**src/rtl/ring_uart_tx.sv**
```systemverilog
// Pops one word per frame from the ring buffer and shifts it out as start, LSB-first data, stop bits.
// Three idle-high cycles (IDLE/REQ/ACK) precede every frame; a missing read ack simply returns to IDLE.
module ring_uart_tx #(
  parameter int WordSize     = 8,
  parameter int ClocksPerBit = 868,
  parameter int CounterBits  = 16,
  parameter int StopBits     = 1
) (
  input  logic                clk,
  input  logic                reset,
  input  logic                txEnable,
  input  logic [31:0]         bufferLength,
  output logic                dataReadEnable,
  input  logic                dataReadAck,
  input  logic [WordSize-1:0] dataRead,
  output logic                tx,
  output logic                busy,
  output logic [31:0]         bytesSent
);

  // bitCnt also indexes stop bits, so it must cover StopBits-1 as well as WordSize-1
  localparam int BitCntBits = (WordSize > 1) ? $clog2(WordSize) : 1;

  localparam logic [CounterBits-1:0] ClkLast  = CounterBits'(ClocksPerBit - 1);
  localparam logic [CounterBits-1:0] ClkOne   = CounterBits'(1);
  localparam logic [BitCntBits-1:0]  DataLast = BitCntBits'(WordSize - 1);
  localparam logic [BitCntBits-1:0]  StopLast = BitCntBits'(StopBits - 1);
  localparam logic [BitCntBits-1:0]  BitOne   = BitCntBits'(1);

  typedef enum logic [2:0] {
    IDLE,
    REQ,
    ACK,
    START,
    DATA,
    STOP
  } state_t;

  state_t                state, state_d;
  logic [WordSize-1:0]   shift, shift_d;
  logic [CounterBits-1:0] clkCnt, clkCnt_d;
  logic [BitCntBits-1:0] bitCnt, bitCnt_d;
  logic                  tx_d;
  logic                  busy_d;
  logic                  dataReadEnable_d;
  logic [31:0]           bytesSent_d;
  logic                  bitEnd;

  assign bitEnd = (clkCnt == ClkLast);

  always_ff @(posedge clk or posedge reset) begin
    if (reset) begin
      state          <= IDLE;
      shift          <= '0;
      clkCnt         <= '0;
      bitCnt         <= '0;
      tx             <= 1'b1;
      busy           <= 1'b0;
      dataReadEnable <= 1'b0;
      bytesSent      <= 32'd0;
    end else begin
      state          <= state_d;
      shift          <= shift_d;
      clkCnt         <= clkCnt_d;
      bitCnt         <= bitCnt_d;
      tx             <= tx_d;
      busy           <= busy_d;
      dataReadEnable <= dataReadEnable_d;
      bytesSent      <= bytesSent_d;
    end
  end

  always_comb begin
    state_d          = state;
    shift_d          = shift;
    clkCnt_d         = clkCnt;
    bitCnt_d         = bitCnt;
    tx_d             = tx;
    busy_d           = busy;
    dataReadEnable_d = 1'b0;
    bytesSent_d      = bytesSent;

    case (state)
      IDLE: begin
        tx_d = 1'b1;
        if (txEnable && (bufferLength != 32'd0)) begin
          dataReadEnable_d = 1'b1;
          busy_d           = 1'b1;
          state_d          = REQ;
        end
      end

      REQ: state_d = ACK;

      // The buffer's ack is sticky, so this is the only cycle it means anything
      ACK: begin
        if (dataReadAck) begin
          shift_d  = dataRead;
          tx_d     = 1'b0;
          bitCnt_d = '0;
          clkCnt_d = '0;
          state_d  = START;
        end else begin
          busy_d  = 1'b0;
          state_d = IDLE;
        end
      end

      START: begin
        if (bitEnd) begin
          tx_d     = shift[0];
          shift_d  = shift >> 1;
          clkCnt_d = '0;
          state_d  = DATA;
        end else begin
          clkCnt_d = clkCnt + ClkOne;
        end
      end

      DATA: begin
        if (bitEnd) begin
          clkCnt_d = '0;
          if (bitCnt == DataLast) begin
            tx_d     = 1'b1;
            bitCnt_d = '0;
            state_d  = STOP;
          end else begin
            tx_d     = shift[0];
            shift_d  = shift >> 1;
            bitCnt_d = bitCnt + BitOne;
          end
        end else begin
          clkCnt_d = clkCnt + ClkOne;
        end
      end

      STOP: begin
        if (bitEnd) begin
          clkCnt_d = '0;
          if (bitCnt == StopLast) begin
            bitCnt_d    = '0;
            bytesSent_d = bytesSent + 32'd1;
            busy_d      = 1'b0;
            state_d     = IDLE;
          end else begin
            bitCnt_d = bitCnt + BitOne;
          end
        end else begin
          clkCnt_d = clkCnt + ClkOne;
        end
      end

      default: state_d = IDLE;
    endcase
  end

endmodule

```
**config.mk**
```make
export PLATFORM = sky130hd
export DESIGN_NAME = ring_uart_tx
export DESIGN_NICKNAME = d
export VERILOG_FILES = /design/src/rtl/ring_uart_tx.sv
export SDC_FILE = /design/constraint.sdc
export NUM_CORES = 1
export LEC_CHECK = 0
export ABC_AREA = 1
export CAP_MARGIN = 5
export CORE_ASPECT_RATIO = 1.1
export CORE_UTILIZATION = 40
export DETAILED_ROUTE_END_ITERATION = 10
export SLEW_MARGIN = 20
export SYNTH_ARGS = -nofsm -noshare
export SYNTH_HDL_FRONTEND = slang
export SYNTH_SLANG_ARGS = --single-unit
```
**constraint.sdc**
```tcl
create_clock -name clk -period 6.55 [get_ports clk]
set_clock_uncertainty 0.2 [all_clocks]
set_input_delay 1.6375 -clock clk [delete_from_list [all_inputs] [get_ports clk]]
set_output_delay 1.6375 -clock clk [all_outputs]
set_load 0.01 [all_outputs]
```
Yosys cells after proc, flatten, opt, wreduce, memory -nomap -nowiden
Cells that the tools add are included.
W data, S select, Z words.
{"block": "classes", "n_addsub": 3, "mul": 0, "n_div": 0, "n_lt_le_gt_ge": 0, "n_eq_ne": 16, "shifts": 0, "mux": 34, "bitwise_logic": 0, "reduce_logical": 17}
{"cell": "$mux W3", "n": 11}
{"cell": "$add A32 B1 Y32 const B", "n": 1}
{"cell": "$mux W16", "n": 2}
{"cell": "$mux W8", "n": 4}
{"cell": "$pmux W16 S2", "n": 1}
{"cell": "$reduce_bool A32 Y1", "n": 1}
{"cell": "$pmux W8 S3", "n": 1}
{"cell": "$ne A2 B2 Y1 const B", "n": 9}
{"cell": "$pmux W3 S6", "n": 1}
{"cell": "$add A16 B1 Y16 const B", "n": 1}
{"cell": "$eq A16 B10 Y1 const B", "n": 1}
{"cell": "$mux W1", "n": 10}
{"cell": "$reduce_and A5 Y1", "n": 2}
{"cell": "$eq A3 B3 Y1 const B", "n": 3}
{"cell": "$pmux W3 S3", "n": 1}
{"cell": "$reduce_bool A3 Y1", "n": 3}
{"cell": "$reduce_and A4 Y1", "n": 2}
{"cell": "$eq A3 B2 Y1 const B", "n": 2}
{"cell": "$logic_not A3 Y1", "n": 2}
{"cell": "$reduce_and A6 Y1", "n": 1}
{"cell": "$pmux W1 S4", "n": 1}
{"cell": "$reduce_bool A4 Y1", "n": 1}
{"cell": "$add A3 B1 Y3 const B", "n": 1}
{"cell": "$eq A3 B1 Y1 const B", "n": 1}
{"cell": "other kinds (7)", "n": 7}
{"block": "word_totals", "reg_bits": 65, "latch_bits": 0, "ram_bits": 0, "mem_bits_ro": 0, "input_bits": 44, "out_inout_bits": 35, "elab_cells": 78, "n_memories": 0}

Logic depth before layout (Yosys ltp)
{"block": "depth", "word_depth": 4, "mapped_depth": 11}

Least setup slack after synthesis
No wires, ideal clock.
{"block": "synth_path", "path_type": "input port to flip-flop", "from": "input dataReadAck", "to": "register clkCnt[9]", "setup_time_ps": 119, "arrival_time_ps": 2313, "t_required_ps": 6231, "path_slack_ps": 3918, "path_stages": 8, "path_buffers": 0, "cell_sequence": "inv_1 > nor2_1 > inv_2 > nand2_4 > nand2_1 > nor2_1 > or2_0 > and2_1"}
{"block": "synth_via", "elab_chain_cells": 2}
{"element": "start, declared", "line": "14", "rtl": "input logic dataReadAck,"}
{"element": "$ne A2 B2 Y1 (no source line)"}
{"element": "$reduce_and A2 Y1 (no source line)"}
{"element": "end signal, assigned", "line": "64", "rtl": "clkCnt <= clkCnt_d;"}
{"element": "end, declared", "line": "41", "rtl": "logic [CounterBits-1:0] clkCnt, clkCnt_d;"}
Every way passes these cells.
A chain may end at the register's enable or synchronous reset.

Worst setup path after layout
{"block": "layout_path", "from": "register tx", "to": "output tx"}
{"element": "start, declared", "line": "16", "rtl": "output logic tx,"}
{"element": "start signal, assigned", "line": "66", "rtl": "tx <= tx_d;"}
No word-level cell between the ends.

==> Implementation_results.wiki <==
{| class="wikitable"
! Metric !! Value
|-
| Clock tree from TritonCTS || yes
|-
| GR Overflow Total || 0
|-
| Sequential cell area || 1630 µm²
|-
| Number of search-and-repair iterations in the first detailed-routing pass || 4
|-
| Cell-by-cell trace of the critical path || clkdlybuf4s50_1
|-
| Post-detailed-placement half-perimeter wirelength || 7050 µm
|-
| Worst vdd rail ir drop || 142 µV
|-
| Cell Area, Placed || 4890 µm²
|-
| Vertical die dimension || 107 µm
|-
| Netlist Area Pre-Place || 3990 µm²
|-
| Peak per-stage delay on the critical path || 540 ps
|-
| First-pass GRT wire length || 16,300 µm
|-
| Number of nets produced by synthesis || 590
|-
| Smallest hold slack || 297 ps
|-
| Leakage power || 2.34 nW
|-
| Yosys reg bits || 65
|-
| Top flip-flop cell by instance count after synthesis || sky130_fd_sc_hd__dfrtp_1
|-
| Total Nets Final || 676
|-
| Sum of buffers and inverters on the critical path || 1
|-
| Yosys Warn Count || 0
|-
| P_int || 0.838 mW
|-
| Relative slew margins || 44.8%
|-
| Critical-path top delay cell || sky130_fd_sc_hd__dfstp_2
|-
| Maxcap violations || 0
|-
| Final Wtd Congestion || 0.874
|-
| Proportion of power drawn by flip-flops and latches || 38.7%
|-
| Share of the clock period used by the worst path after layout || 49.7%
|-
| Io pins || 79
|-
| Number of buffers inserted by hold repair at cts || 0
|-
| Number of CTS-inserted buffers || 9
|-
| Clock slew at the register clock pins of the worst setup and hold paths || 70 ps
|-
| Psw || 0.513 mW
|-
| Fraction of final layout cells with drive strength greater than 1 || 7.92%
|-
| Worst-Skew Late Latency || 350 ps
|-
| R2R depth || 8
|-
| Die footprint || 10,400 µm²
|-
| Number of routed nets with antenna violations || 0
|-
| Post-synthesis cell count || 541
|-
| Fill cell instance count of the final layout || 923
|-
| Detail-routed net length per standard cell || 12.5 µm
|-
| Startpoint Class || register
|-
| Final hold violations || 0
|-
| Critical-path maximum fanout || 2
|-
| Number of I/O port buffers || 78
|-
| Min-Delay Path Depth || 2
|-
| Library cell used as clock root buffer || sky130_fd_sc_hd__clkbuf_8
|-
| Class of the most critical hold timing path || register to register
|-
| Number of pins with negative max-slew slack in the final report || 0
|-
| Final standard cell count with taps included and fillers excluded || 748
|-
| Combinational cell fraction of total power || 35.5%
|-
| DP Cell Count || 733
|-
| Post-synthesis async set-or-reset flop share || 100%
|-
| Time the final worst path needs with I/O delays and setup || 3260 ps
|-
| Number of antenna diodes || 0
|-
| RSZ-0062 raised after global routing || false
|-
| Area of the multi-input gates || 2070 µm²
|-
| Achievable Freq || 307 MHz
|-
| Sw Ratio || 38.0%
|-
| Number of flops mapped to enable cells by yosys || 0
|-
| Number of gates resized after cts || 0
|-
| Depth of the critical timing path with buffers and inverters included || 1
|-
| DR iter-0 viols || 130
|-
| Die boundary width || 97.2 µm
|-
| Layout overhead on the synthesized area || 27.6%
|-
| Number of antenna violations at the first check in global routing || 0
|-
| Final sum of negative setup slack || 0 ps
|-
| Final setup fails || 0
|-
| Outcome || completed
|-
| Data required, critical path || 4710 ps
|-
| Count of clock tree sinks || 65
|-
| Gr usage total || 19.6%
|-
| Sequential area share after synthesis || 40.8%
|-
| Synth cell types || 42
|-
| Number of buffers inserted to repair setup after CTS || 0
|-
| Element type at the critical path end || primary output
|-
| Detail-routed via count per cell || 4.96
|-
| Number of rows in the core area || 37
|-
| Maximum count of clock buffers along a single path || 2
|-
| Dominant delay contributor by cell family on the critical path || flip-flops
|-
| Transition at the pin with the smallest max-transition slack || 828 ps
|-
| Mean instance size in the synthesized netlist || 7.37 µm²
|-
| Core Box Area || 9540 µm²
|-
| Number of global-route vias before repair || 3,647
|-
| Initial core utilization || 41.8%
|-
| Crit path arrival time || 1420 ps
|-
| H-tree depth || 3
|-
| Design area || 5080 µm²
|-
| Power per unit of standard cell area || 266 nW/µm²
|-
| Final routed DRC violation total || 0
|-
| Routed via count || 3,708
|-
| Clock network fraction of design power || 25.8%
|-
| Largest net degree at the start of global routing || 66
|-
| Final wirelength || 9350 µm
|-
| Worst setup path class || register to primary output
|}
-- metrics by stage --
step | util (%) | power (mW) | worst slack (ps)
2_1_floorplan | - | 0.895 | 3090
3_3_place_gp | 51.3 | 1.00 | 3280
3_5_place_dp | 51.3 | 1.01 | 3250
4_1_cts | 53.3 | 1.37 | 3270
5_1_grt | 53.3 | 1.46 | 3240
6_report | 53.3 | 1.35 | 3290
-- layout by cell type, fill, tap and decap left out, drive strengths merged, types with 2 or more instances in the layout --
master,instances
nand2,171
clkdlybuf4s50,78
nor2,72
inv,67
dfrtp,64
nand3,36
o21ai,32
nor3,20
nand4,19
xor2,14
clkbuf,13
a21oi,8
nand3b,7
xnor2,6
ha,5
o22ai,2
or2,2
o211ai,2
-- power by group through the flow --
stage	logic (mW)	clock network [mW]	registers, mW
after floorplan	0.374	0	0.521
after global placement	0.474	0	0.526
after detailed placement	0.482	0	0.528
after CTS	0.484	0.361	0.522
after global routing	0.555	0.374	0.531
final	0.479	0.348	0.523
-- cell usage after synthesis (2+ instances only) --
| cell | n | area [µm²] |
|---|---|---|
| sky130_fd_sc_hd__a21oi_1 | 8 | 40.0 |
| sky130_fd_sc_hd__buf_4 | 2 | 15.0 |
| sky130_fd_sc_hd__dfrtp_1 | 64 | 1600 |
| sky130_fd_sc_hd__ha_1 | 5 | 62.6 |
| sky130_fd_sc_hd__inv_1 | 60 | 225 |
| sky130_fd_sc_hd__inv_2 | 7 | 26.3 |
| sky130_fd_sc_hd__nand2_1 | 161 | 604 |
| sky130_fd_sc_hd__nand2_2 | 4 | 25.0 |
| sky130_fd_sc_hd__nand2_4 | 6 | 67.6 |
| sky130_fd_sc_hd__nand3_1 | 35 | 175 |
| sky130_fd_sc_hd__nand3b_1 | 7 | 52.6 |
| sky130_fd_sc_hd__nand4_1 | 18 | 113 |
| sky130_fd_sc_hd__nor2_1 | 64 | 240 |
| sky130_fd_sc_hd__nor2_4 | 6 | 67.6 |
| sky130_fd_sc_hd__nor3_1 | 19 | 95.1 |
| sky130_fd_sc_hd__o21ai_0 | 28 | 140 |
| sky130_fd_sc_hd__o21ai_2 | 3 | 26.3 |
| sky130_fd_sc_hd__o22ai_1 | 2 | 12.5 |
| sky130_fd_sc_hd__xnor2_1 | 6 | 52.6 |
| sky130_fd_sc_hd__xor2_1 | 14 | 123 |
-- sequential cells by signal (all words and copies together) (netlist names) --
signal          flops
bytesSent          32
tx                  1
dataReadEnable      1
clkCnt             16
busy                1
bitCnt              3
state               3
shift               8
-- metal layers --
| layer | track usage [%] | wire, µm |
|---|---|---|
| met1 | 23.1 | 4040 |
| met3 | 3.06 | 445 |
| met4 | 10.4 | 276 |
| met2 | 34.5 | 4590 |
| met5 | 0 | 0 |
-- final timing paths --
kind                                  to      start  slack (ps)
min reg2reg                         busy       busy         300
max in group asynchronous  bytesSent[20]      reset        3960
min in group asynchronous   bytesSent[5]      reset        1620
min                                 busy       busy         300
max                                   tx         tx        3290
max reg2reg                bytesSent[28]  clkCnt[0]        4380
-- area by class of cell --
type	instances	area share, %
tap	117	2.88
clock inverter	2	0.738
inverter	68	5.04
sequential	65	32.0
multi-input combinational	404	40.7
timing repair buffer	79	15.5
clock buffer	13	3.12
-- cells by family (layout without fill, tap and decap cells) --
| logic type | count (synthesis) | count (layout) | share of synthesized area (%) |
|---|---|---|---|
| simple gates | 329 | 329 | 38.6 |
| buf+inv | 72 | 162 | 7.22 |
| flops | 65 | 65 | 40.8 |
| compound gates | 50 | 50 | 7.35 |
| xor+xnor | 20 | 20 | 4.40 |
| fa+ha+maj | 5 | 5 | 1.57 |
(Power assumes the default switching activity.)
